### src/rtl/pipeline_hazard_ctrl_pkg.sv
// Shared types and constants for the pipeline hazard controller.
package pipe_ctrl_pkg;

    typedef enum logic [1:0] {
        INIT     = 2'd0,
        RUN      = 2'd1,
        MEM_WAIT = 2'd2
    } state_e;

    localparam logic [1:0] FWD_RF  = 2'b00;
    localparam logic [1:0] FWD_WB  = 2'b01;
    localparam logic [1:0] FWD_MEM = 2'b10;

    localparam int DRAIN_W = 16;
    localparam int WAIT_W  = 8;
    localparam int PERF_W  = 32;

    function automatic logic [WAIT_W-1:0] sat_inc_wait(input logic [WAIT_W-1:0] v);
        return (&v) ? v : v + WAIT_W'(1);
    endfunction

endpackage

### src/rtl/pipeline_hazard_ctrl_forward_unit.sv
// EX-stage operand forwarding select for one source register.
module forward_unit
    import pipe_ctrl_pkg::*;
(
    input  logic [4:0] rs_i,
    input  logic [4:0] ex_mem_rd_i,
    input  logic       ex_mem_regwrite_i,
    input  logic [4:0] mem_wb_rd_i,
    input  logic       mem_wb_regwrite_i,
    output logic [1:0] fwd_o
);

    // The younger EX/MEM result takes precedence over MEM/WB.
    always_comb begin
        fwd_o = FWD_RF;
        if (ex_mem_regwrite_i && (ex_mem_rd_i != 5'd0) && (ex_mem_rd_i == rs_i)) begin
            fwd_o = FWD_MEM;
        end else if (mem_wb_regwrite_i && (mem_wb_rd_i != 5'd0) && (mem_wb_rd_i == rs_i)) begin
            fwd_o = FWD_WB;
        end
    end

endmodule

### src/rtl/pipeline_hazard_ctrl.sv
// Stall/flush/forward controller for the 5-stage pipeline.
// Optional performance counters are enabled with macro PIPE_PERF_CNT_EN.
module pipeline_hazard_ctrl
    import pipe_ctrl_pkg::*;
#(
    parameter int INIT_CYCLES = 2,
    parameter int MEM_TIMEOUT = 255
) (
    input  logic        clk,
    input  logic        rst,
    input  logic [4:0]  IF_ID_rs1,
    input  logic [4:0]  IF_ID_rs2,
    input  logic [4:0]  ID_EX_rs1,
    input  logic [4:0]  ID_EX_rs2,
    input  logic [4:0]  ID_EX_rd,
    input  logic        ID_EX_MemRead,
    input  logic        PCSrc,
    input  logic [4:0]  EX_MEM_rd,
    input  logic [4:0]  MEM_WB_rd,
    input  logic        EX_MEM_RegWrite,
    input  logic        MEM_WB_RegWrite,
    input  logic        dmem_req,
    input  logic        dmem_ready,
    output logic        StallF,
    output logic        StallD,
    output logic        StallE,
    output logic        StallM,
    output logic        FlushD,
    output logic        FlushE,
    output logic        FlushW,
    output logic [1:0]  ForwardAE,
    output logic [1:0]  ForwardBE,
    output logic        mem_err
`ifdef PIPE_PERF_CNT_EN
    ,
    output logic [31:0] perf_stall_cyc,
    output logic [31:0] perf_flush_cnt,
    output logic [31:0] perf_memwait_cyc
`endif
);

    localparam int INIT_LAST = (INIT_CYCLES <= 1) ? 0 : INIT_CYCLES - 1;
    localparam int TIMEOUT_C = (MEM_TIMEOUT > 255) ? 255 : MEM_TIMEOUT;
    localparam logic [DRAIN_W-1:0] INIT_LAST_V = DRAIN_W'(INIT_LAST);
    localparam logic [WAIT_W-1:0]  TIMEOUT_V   = WAIT_W'(TIMEOUT_C);

    state_e              state_q, state_d;
    logic [DRAIN_W-1:0]  drain_q, drain_d;
    logic [WAIT_W-1:0]   wait_q, wait_d;
    logic                err_q, err_d;
    logic                memstall, load_use, wait_inc;

    assign memstall = dmem_req & ~dmem_ready;
    assign load_use = ID_EX_MemRead && (ID_EX_rd != 5'd0) &&
                      ((ID_EX_rd == IF_ID_rs1) || (ID_EX_rd == IF_ID_rs2));

    always_comb begin
        StallF   = 1'b0;
        StallD   = 1'b0;
        StallE   = 1'b0;
        StallM   = 1'b0;
        FlushD   = 1'b0;
        FlushE   = 1'b0;
        FlushW   = 1'b0;
        state_d  = state_q;
        drain_d  = drain_q;
        wait_d   = wait_q;
        wait_inc = 1'b0;
        case (state_q)
            INIT: begin
                StallF = 1'b1;
                FlushD = 1'b1;
                FlushE = 1'b1;
                FlushW = 1'b1;
                if (drain_q == INIT_LAST_V) begin
                    state_d = RUN;
                    drain_d = '0;
                end else begin
                    drain_d = drain_q + DRAIN_W'(1);
                end
            end
            RUN: begin
                if (memstall) begin
                    {StallF, StallD, StallE, StallM} = 4'b1111;
                    FlushW   = 1'b1;
                    wait_inc = 1'b1;
                    state_d  = MEM_WAIT;
                end else if (PCSrc) begin
                    FlushD = 1'b1;
                    FlushE = 1'b1;
                end else if (load_use) begin
                    StallF = 1'b1;
                    StallD = 1'b1;
                    FlushE = 1'b1;
                end
            end
            MEM_WAIT: begin
                // A held redirect is deliberately ignored on the release cycle.
                if (memstall) begin
                    {StallF, StallD, StallE, StallM} = 4'b1111;
                    FlushW   = 1'b1;
                    wait_inc = 1'b1;
                end else begin
                    state_d = RUN;
                    wait_d  = '0;
                end
            end
            default: state_d = INIT;
        endcase
        // The counter covers every stalled memory cycle, including the entry cycle in RUN.
        if (wait_inc) begin
            wait_d = sat_inc_wait(wait_q);
        end
        err_d = err_q | (wait_inc & (wait_d >= TIMEOUT_V));
    end

    always_ff @(posedge clk or posedge rst) begin
        if (rst) begin
            state_q <= INIT;
            drain_q <= '0;
            wait_q  <= '0;
            err_q   <= 1'b0;
        end else begin
            state_q <= state_d;
            drain_q <= drain_d;
            wait_q  <= wait_d;
            err_q   <= err_d;
        end
    end

    assign mem_err = err_q;

    logic [4:0] fwd_rs  [2];
    logic [1:0] fwd_sel [2];

    assign fwd_rs[0] = ID_EX_rs1;
    assign fwd_rs[1] = ID_EX_rs2;

    for (genvar gi = 0; gi < 2; gi++) begin : g_fwd
        forward_unit u_fwd (
            .rs_i              (fwd_rs[gi]),
            .ex_mem_rd_i       (EX_MEM_rd),
            .ex_mem_regwrite_i (EX_MEM_RegWrite),
            .mem_wb_rd_i       (MEM_WB_rd),
            .mem_wb_regwrite_i (MEM_WB_RegWrite),
            .fwd_o             (fwd_sel[gi])
        );
    end

    assign ForwardAE = rst ? FWD_RF : fwd_sel[0];
    assign ForwardBE = rst ? FWD_RF : fwd_sel[1];

`ifdef PIPE_PERF_CNT_EN
    logic [2:0]        perf_inc;
    logic [PERF_W-1:0] perf_q [3];

    assign perf_inc[0] = StallF & (state_q != INIT);
    assign perf_inc[1] = (state_q == RUN) & ~memstall & PCSrc;
    assign perf_inc[2] = wait_inc;

    for (genvar gi = 0; gi < 3; gi++) begin : g_perf
        always_ff @(posedge clk or posedge rst) begin
            if (rst) begin
                perf_q[gi] <= '0;
            end else if (perf_inc[gi] && !(&perf_q[gi])) begin
                perf_q[gi] <= perf_q[gi] + PERF_W'(1);
            end
        end
    end

    assign perf_stall_cyc   = perf_q[0];
    assign perf_flush_cnt   = perf_q[1];
    assign perf_memwait_cyc = perf_q[2];
`endif

endmodule

### config.mk
export PLATFORM = sky130hd
export DESIGN_NAME = pipeline_hazard_ctrl
export DESIGN_NICKNAME = d
export VERILOG_FILES = /design/src/rtl/pipeline_hazard_ctrl_pkg.sv /design/src/rtl/pipeline_hazard_ctrl_forward_unit.sv /design/src/rtl/pipeline_hazard_ctrl.sv
export SDC_FILE = /design/constraint.sdc
export NUM_CORES = 1
export LEC_CHECK = 0
export CORE_ASPECT_RATIO = 0.5
export CORE_MARGIN = 3
export CORE_UTILIZATION = 49
export CTS_CLUSTER_DIAMETER = 50
export DETAILED_ROUTE_END_ITERATION = 10
export PLACE_DENSITY = 0.81
export SLEW_MARGIN = 30
export SYNTH_ARGS = -nofsm -noshare
export SYNTH_HDL_FRONTEND = slang
export SYNTH_HIERARCHICAL = 1
export SYNTH_SLANG_ARGS = --single-unit
### constraint.sdc
create_clock -name clk -period 3.5 [get_ports clk]
set_input_delay 1.05 -clock clk [delete_from_list [all_inputs] [get_ports clk]]
set_output_delay 1.05 -clock clk [all_outputs]
set_load 0.005 [all_outputs]
---- Word level (Yosys, flattened, before mapping) ----
Index checks and enable logic that the tools add are counted.
cells by class
  add/subtract/negate cells ............... 2
  bitwise operators ....................... 4
  $lt $le $gt $ge ......................... 1
  reduce and logical (&&, ||, !) cells .... 16
  mux-type cells .......................... 29
  equality and inequality tests ........... 12
operators with widths
  operator                                                                count
  8-bit two-way mux                                                       4
  5-bit equality test                                                     6
  16-bit by 1-bit adder with 16-bit output, second input constant         1
  16-bit by 1-bit equality test with 1-bit output, second input constant  1
  16-bit two-way mux                                                      1
  5-bit nonzero test                                                      3
  2-bit two-way mux                                                       7
  1-bit two-way mux                                                       11
  8-bit by 1-bit adder with 8-bit output, second input constant           1
  8-bit greater-or-equal comparator, second input constant                1
  1-bit logical AND                                                       8
  1-bit case mux with 2 select lines                                      4
  8-bit AND reduction                                                     1
  2-bit inequality test, second input constant                            3
  2-bit case mux with 3 select lines                                      1
  1-bit case mux with 3 select lines                                      1
  3-bit AND reduction                                                     1
  1-bit bitwise AND                                                       2
  2-bit by 1-bit equality test with 1-bit output, second input constant   1
  2-bit equality test, second input constant                              1
  2-bit logical NOT                                                       1
  2-bit OR reduction                                                      1
  1-bit logical OR                                                        1
  1-bit NOT                                                               1
  1-bit bitwise OR                                                        1
storage, ports and cells
  output and inout bits ................... 12
  word-level logic and storage cells ...... 68
  bits in registers ....................... 27
  bits of input ports ..................... 43

---- Longest topological paths before layout ----
Gate-level depths: netlist (run 1).
  word-level depth ........................ 8
  mapped depth ............................ 8
  depth with buffers taken out ............ 7

---- Modules after synthesis ----
The synthesis (run 1) kept the hierarchy.
modules (own cells, without submodules)
  module                times used  area each (µm²)  cells each  seq. area each (µm²)
  pipeline_hazard_ctrl  1           1,746.7          184         675.6
  forward_unit          2           151.4            20          0.0

---- Worst setup path after synthesis (run 1) ----
OpenSTA, ideal clock, no wires.
  path type ............................... input port to output port
  start point ............................. input port ID_EX_rd[1]
  end point ............................... output port FlushE
  setup slack ............................. 0.409 ns
  data arrival time ....................... 2.041 ns
  stages on the path ...................... 4
  buffers on the path ..................... 0
  cells stage by stage .................... or4_1 -> o21ai_0 -> nor2_1 -> a31o_2
on the way
  cells in the longest elaborated chain, start to end .. 7
  elaborated cells between the ends (all ways) .. 10
RTL lines
  item                                                       line                                                    RTL
  start: declaration                                         pipeline_hazard_ctrl.sv:15                              input logic [4:0] ID_EX_rd,
  5-bit equality test or 5-bit nonzero test (tied branches)  pipeline_hazard_ctrl.sv:55, pipeline_hazard_ctrl.sv:54
  1-bit logical OR or 1-bit logical AND (tied branches)      pipeline_hazard_ctrl.sv:55, pipeline_hazard_ctrl.sv:54
  1-bit logical AND *                                        pipeline_hazard_ctrl.sv:54                              assign load_use = ID_EX_MemRead && (ID_EX_rd != 5'd0) &&
  1-bit two-way mux *                                        pipeline_hazard_ctrl.sv:91                              end else if (load_use) begin
  1-bit two-way mux *                                        pipeline_hazard_ctrl.sv:88                              end else if (PCSrc) begin
  1-bit two-way mux *                                        pipeline_hazard_ctrl.sv:83                              if (memstall) begin
  1-bit case mux with 2 select lines *                       pipeline_hazard_ctrl.sv:69                              case (state_q)
  end: declaration                                           pipeline_hazard_ctrl.sv:29                              output logic FlushE,
Every way passes the cells marked *; elsewhere a longest branch is shown, timed or not.

---- Worst setup path in the final report (run 1) ----
  start point ............................. input port dmem_req
  end point ............................... output port StallM
on the way
  cells in the longest elaborated chain, start to end .. 3
RTL lines
  item                line                                                    RTL
  start: declaration  pipeline_hazard_ctrl.sv:22                              input logic dmem_req,
  1-bit bitwise AND   pipeline_hazard_ctrl.sv:53                              assign memstall = dmem_req & ~dmem_ready;
  1-bit two-way mux   pipeline_hazard_ctrl.sv:83, pipeline_hazard_ctrl.sv:99
  1-bit two-way mux   -
  end: declaration    pipeline_hazard_ctrl.sv:27                              output logic StallM,
Every way passes these cells.

==> flow_summary.yaml, run 1 <==
floorplan:
  core_area_um2: 3720
  start_util_pct: 55.2
  die_y_um: 51.7
  rows: 15
  pin_count: 55
  die_x_um: 97.5
  dieArea_um2: 5040
worst_hold_path:
  worstHoldStart: "mem_err$_DFF_PP0_"
  hp-class: "reg -> reg"
  whs_path_depth: 2
  holdPathEnd: "mem_err$_DFF_PP0_"
power:
  pwr_density_cell_nw_per_um2: 416
  power_leakage_nw: 1.24
  finalPower_w: 0.00116
  seqPwrFrac_pct: 37.5
  switchingPower_w: 0.000442
  p_int_w: 0.000719
  combPwrFrac_pct: 46.6
  p_sw_share_pct: 38.1
  pwr-share-clk_pct: 15.8
  ir_worst_vdd_uv: 301
critical_path:
  crit_start: "dmem_req"
  ff2ff_setup_slack_ps: 1180
  r2r.worst_path.cells: 9
  r2r-end: "mem_err$_DFF_PP0_"
  crit_path_start_kind: "input port"
  r2r_start: "state_q[1]$_DFFE_PP0P_"
  path_buf_inv: 3
  worstPathMaxFanout: 3
  cp_slowest_stage_delay_ps: 500
  cp_common_cell: "clkdlybuf4s50_1"
  path_depth: 4
  cp_slowest_cell: "clkdlybuf4s50_1"
  path_delay_family: "buffers and inverters"
  crit_required_ps: 2450
  cp-end-kind: "output pin"
  crit_arrival_ps: 2410
  path_class: "in -> out"
  path_cells: "clkdlybuf4s50_1 > and3b_2 > buf_4 > clkdlybuf4s50_1"
detailed_routing:
  vias_per_cell: 5.62
  wl_per_cell_um: 15.4
  routed_wl_um: 5260
  dr.pass1.iters: 4
  num_vias: 1923
  ant_nets: 0
  drc: 0
  drt_iter0_drc: 95
logic_synthesis:
  async_flop_share_pct: 100
  avgSynthCellArea_um2: 9.15
  synth_edf_count: 0
  ys_ff_latch: 27
  seq_area_frac_synth_pct: 33.0
  synthTopCellsByArea: "dfrtp_1, xnor2_1, xor2_1"
  synth_top_area_share_pct: 33.0
  syn_area_um2: 2050
  synthFlopType: "dfrtp_1"
  synth_cell_types: 48
  yosys_warnings: 6
  synth_cells: 224
  synth_top_area_cell: "dfrtp_1"
  syn-num-nets: 274
run_status:
  status: "finished, final reports clean"
global_routing:
  grt_usage_pct: 21.2
  grt_max_degree: 28
  grt_pass1_vias: 1989
  grt_antenna_before_repair: 0
  grt_pass1_wl_um: 8820
  overflow: 0
clock_network:
  hold_buffers: 0
  cts.path.max_buffers: 2
  clk_pin_slew_ps: 90
  cts_tree: "built"
  clock_latency_ps: 280
  clockRootBuffer: "clkbuf_8"
  cts_num_sinks: 27
  numCtsBuffers: 3
  htreeDepth: 1
timing:
  setup_violations: 0
  slew_viol_final: 0
  hold_viol_final: 0
  rsz0062_at_grt: "true"
  slew_headroom_pct: 64.9
  period_minus_slack_ps: 3460
  finClkSkew_ps: 6.55
  worst_pin_slew_ps: 522
  maxClockFrequency_mhz: 289
  layout_setup_ws_ps: 44.4
  tns_ps: 0
  fin_crit_sh_pct: 98.7
finish:
  syn_to_final_growth_pct: 36.0
  num_antenna_cells: 0
  nets: 342
  num-fill-cells: 284
  drive_gt1_share_pct: 22.3
job:
  drv_cap: 0
placement:
  gp_congestion: 0.884
  numPortBuffers: 54
  place_ws_ps: -633
  hpwl_um: 3940
kinds of logic after synthesis:
group	synth area share, %
compound gates	14.1
xor+xnor	16.2
fa+ha+maj	4.27
buf+inv	3.05
flops	33.0
mux	4.03
simple gates	25.3
tightest hold or removal path, stage by stage (launching register included):
cell and delay (ps):
dfrtp_1 360, inv_1 50, o41ai_2 40
cells in the mapped netlist (6+ instances only):
cell     instances
inv_1           10
xor2_1          17
nor3_1          10
nand3_1         10
mux2i_1          6
nand2_1         20
o21ai_0          9
dfrtp_1         27
nor2_1          15
ha_1             7
xnor2_1         21
how the worst max path moves through the flow:
stage / end / slack (ps)
3_5_place_dp: StallD / -630
4_1_cts: ForwardAE[1] / -70
5_1_grt: StallD / -10
3_3_place_gp: StallD / -600
6_report: StallM / 40
2_1_floorplan: FlushE / 410
per-layer routing:
metal | vias to the layer above | global-route usage [%] | routed length, um
li1 | 935 | - | -
met1 | 911 | 26.2 | 2330
met2 | 71 | 39.5 | 2570
met3 | 6 | 4.69 | 307
met4 | 0 | 3.22 | 42
met5 | - | 0 | 0
power groups by stage:
stage	logic [W]	clock network, W	registers (W)
2_1_floorplan	0.000337	0	0.000422
3_3_place_gp	0.000528	0	0.000436
3_5_place_dp	0.000546	0	0.000439
4_1_cts	0.000533	0.000186	0.000434
5_1_grt	0.000606	0.000200	0.000451
6_report	0.000541	0.000184	0.000436
what timing repair did:
action                     CTS  global route
setup buffers                4             1
setup endpoints to repair    7             8
gates resized for setup     76            33
pin swaps                   19            18
cells in the final DEF (no fill, tap or decap), drive strengths merged, types with 2 or more instances in the layout:
master	count
nor2b	5
a211oi	3
a31o	3
o21ai	10
and3	4
xnor2	21
clkdlybuf4s15	10
dfrtp	27
xor2	17
o211ai	3
clkbuf	6
nor3	12
o22ai	2
a21oi	4
o41ai	4
or4	2
mux2i	6
ha	7
nor4	4
and2	3
nand2b	5
dlymetal6s2s	2
nand4	4
nand3	11
inv	10
nand2	20
nor2	15
clkdlybuf4s50	12
mux2	2
buf	22
and4	5
dlygate4sd2	17
flip-flops by register name (all words and copies together), names as in the netlist:
register / flops
wait_q: 8
drain_q: 16
state_q: 2
mem_err: 1
area by class of cell:
| class | instances | area (um^2) | area share [%] |
|---|---|---|---|
| clock buffer | 3 | 41.3 | 1.48 |
| clock inverter | 1 | 7.51 | 0.269 |
| inverter | 10 | 37.5 | 1.35 |
| multi-input combinational | 184 | 1400 | 50.3 |
| timing repair buffer | 66 | 561 | 20.1 |
| tap | 51 | 63.8 | 2.29 |
| sequential | 27 | 676 | 24.2 |
per-stage QoR:
step / cells / instance area (um^2) / util [%] / hold WS (ps)
floorplan: 224 / 2050 / - / 443
global placement: 334 / 2690 / 72.4 / 447
detailed placement: 334 / 2690 / 72.4 / 451
CTS: 341 / 2750 / 73.9 / 480
global route: 342 / 2790 / 75.0 / 516
finish: 342 / 2790 / 75.0 / 476
No activity file was read; power rests on OpenSTA's default activity.
==> run 2, diff against run 1 <==
--- a/config.mk
+++ b/config.mk
@@ -10,6 +10,7 @@
 export CORE_UTILIZATION = 49
 export CTS_CLUSTER_DIAMETER = 50
 export DETAILED_ROUTE_END_ITERATION = 10
+export GPL_ROUTABILITY_DRIVEN = 1
 export PLACE_DENSITY = 0.81
 export SLEW_MARGIN = 30
 export SYNTH_ARGS = -nofsm -noshare
==> results of run 2 <==
No change in the layout: final DEF, timing and power equal those of run 1.
==> run 3, diff against run 2 <==
--- a/config.mk
+++ b/config.mk
@@ -12,6 +12,7 @@
 export DETAILED_ROUTE_END_ITERATION = 10
 export GPL_ROUTABILITY_DRIVEN = 1
 export PLACE_DENSITY = 0.81
+export SETUP_SLACK_MARGIN = 0.15
 export SLEW_MARGIN = 30
 export SYNTH_ARGS = -nofsm -noshare
 export SYNTH_HDL_FRONTEND = slang
==> constraint.sdc (replaced) <==
create_clock -name clk -period 3.5 [get_ports clk]
set_input_delay 0.525 -clock clk [delete_from_list [all_inputs] [get_ports clk]]
set_output_delay 0.525 -clock clk [all_outputs]
set_load 0.1 [all_outputs]
==> run 3 against run 2 <==
Net effect:
- count of clock-buffer cells in the layout is the same
- clock power is essentially flat
- final cell count shrank 3.5%
- combinational power grew 55%
- sequential cell count is the same
- via count shrank 4.1%
- clock skew shrank 3.9 ps
- hold slack lost 2.9 ps
- largest cell class unchanged
- final area shrank 3.1%
- critical path depth grew 3
- highest routed layer unchanged
- fmax grew 21%
- core utilization shrank 2.4 points
==> flow_summary.yaml, run 3 (synthesis results as in run 1) <==
finish:
  top_register: "drain_q"
  layout_common_cells: "clkdlybuf4s50_1, dfrtp_1, xnor2_1, nand2_1, xor2_1"
  num_antenna_cells: 0
  final_common_cell: "clkdlybuf4s50_1"
  regArea_um2: 676
  num-fill-cells: 286
  largestRegisters: "drain_q x16, wait_q x8, state_q x2"
  multi_input_area_um2: 1310
  drive_gt1_share_pct: 13.3
  final_area_um2: 2700
  final_cells: 330
  nets: 330
  largest_register_ffs: 16
  syn_to_final_growth_pct: 31.7
floorplan:
  start_util_pct: 55.2
  pin_count: 55
  core_area_um2: 3720
  dieArea_um2: 5040
  die_x_um: 97.5
  die_y_um: 51.7
  rows: 15
detailed_routing:
  drt_iter0_drc: 87
  wl_per_cell_um: 14.8
  ant_nets: 0
  drc: 0
  num_vias: 1845
  routed_wl_um: 4890
  dr.pass1.iters: 4
  vias_per_cell: 5.59
global_routing:
  grt_max_degree: 28
  grt_antenna_before_repair: 0
  overflow: 0
  grt_pass1_wl_um: 8580
  grt_pass1_vias: 1905
  grt_usage_pct: 20.9
clock_network:
  clk_pin_slew_ps: 90
  clockRootBuffer: "clkbuf_8"
  hold_buffers: 0
  cts_num_sinks: 27
  ctsResizeCount: 0
  cts.path.max_buffers: 2
  clock_latency_ps: 280
  cts_tree: "built"
  numCtsBuffers: 3
  cts_setup_buffers: 0
  htreeDepth: 1
critical_path:
  worstPathMaxFanout: 3
  r2r-end: "mem_err$_DFF_PP0_"
  path_delay_family: "buffers and inverters"
  cp_slowest_stage_delay_ps: 460
  crit_start: "ID_EX_rd[3]"
  crit_arrival_ps: 2330
  path_class: "in -> out"
  crit_required_ps: 2970
  path_cells: "clkdlybuf4s50_1 > xor2_1 > nor3_1 > a22oi_1 > o41ai_1 > and2_1 > buf_12"
  path_depth: 7
  cp_slowest_cell: "clkdlybuf4s50_1"
  ff2ff_setup_slack_ps: 1370
  r2r.worst_path.cells: 7
  path_buf_inv: 2
  cp-end-kind: "output pin"
  crit_path_start_kind: "input port"
  r2r_start: "state_q[1]$_DFFE_PP0P_"
  cp-endpoint: "StallD"
timing:
  maxClockFrequency_mhz: 350
  finClkSkew_ps: 2.65
  tns_ps: 0
  slew_viol_final: 0
  slew_headroom_pct: 35.6
  hold_viol_final: 0
  setup_violations: 0
  worst_pin_slew_ps: 963
  layout_setup_ws_ps: 644
  rsz0062_at_grt: "false"
  fin_crit_sh_pct: 81.6
  period_minus_slack_ps: 2860
job:
  drv_cap: 0
power:
  pwr_density_cell_nw_per_um2: 539
  ir_worst_vdd_uv: 488
  power_leakage_nw: 1.10
placement:
  hpwl_um: 3820
  dp_cells: 326
  gp_congestion: 0.877
  numPortBuffers: 54
  dpl_cell_area_um2: 2650
  place_ws_ps: 639
run_status:
  status: "finished, final reports clean"
worst_hold_path:
  hp-class: "reg -> reg"
==> run 3: changes by cell type in the layout (fill, tap and decap cells not counted), moves of 3 or more <==
cell,delta
buf_2,-10
clkbuf_2,-3
dlygate4sd2_1,-17
buf_12,+4
clkdlybuf4s15_1,-7
buf_4,-3
xnor2_2,-3
xnor2_1,+3
clkdlybuf4s50_1,+31
clkdlybuf4s15_2,-3
==> run 3: worst register-to-register path: cells and delay by family, from the launching register on <==
kind                     cells  cell delay [ps]
AND/OR/NAND/NOR              3              620
AO/OA/AOI/OAI                2              600
flip-flops                   1              440
adder cells (fa/ha/maj)      1              300
buffers and inverters        1               80
==> run 3: how the worst min path moves through the flow <==
stage,start,to,slack (ps),cells past startpoint
finish,mem_err$_DFF_PP0_,mem_err$_DFF_PP0_,470,2
global route,drain_q[15]$_DFFE_PP0P_,drain_q[15]$_DFFE_PP0P_,500,1
CTS,mem_err$_DFF_PP0_,mem_err$_DFF_PP0_,480,2
detailed placement,mem_err$_DFF_PP0_,mem_err$_DFF_PP0_,450,2
global placement,mem_err$_DFF_PP0_,mem_err$_DFF_PP0_,450,2
floorplan,drain_q[15]$_DFFE_PP0P_,drain_q[15]$_DFFE_PP0P_,440,1
==> run 3: metal layers <==
metal  share of wire, %  global-route usage (%)
met1                 46                    25.2
met2                 47                    39.3
met3                6.0                    5.09
met4               0.74                    3.45
met5                  0                       0
==> run 3: through the flow <==
stage	hold WS, ps	utilization (%)	power (W)
after floorplan	443	-	0.00104
after global placement	446	71.3	0.00125
after detailed placement	452	71.3	0.00127
after CTS	480	72.7	0.00146
after global routing	503	72.7	0.00155
final	473	72.7	0.00145
==> run 3: area by class of cell <==
type                       count  share of cell area, %
clock buffer                   3                   1.53
clock inverter                 1                  0.278
inverter                      10                   1.39
multi-input combinational    184                   48.6
sequential                    27                   25.0
tap                           51                   2.36
timing repair buffer          54                   20.9
==> run 3: power breakdown <==
part	leakage (nW)	total, W	switching [W]	internal, W
sequential	0.360	0.000434	0.0000685	0.000366
clock	0.0217	0.000182	0.000101	0.0000810
combinational	0.722	0.000838	0.000543	0.000295
total	1.10	0.00145	0.000712	0.000742
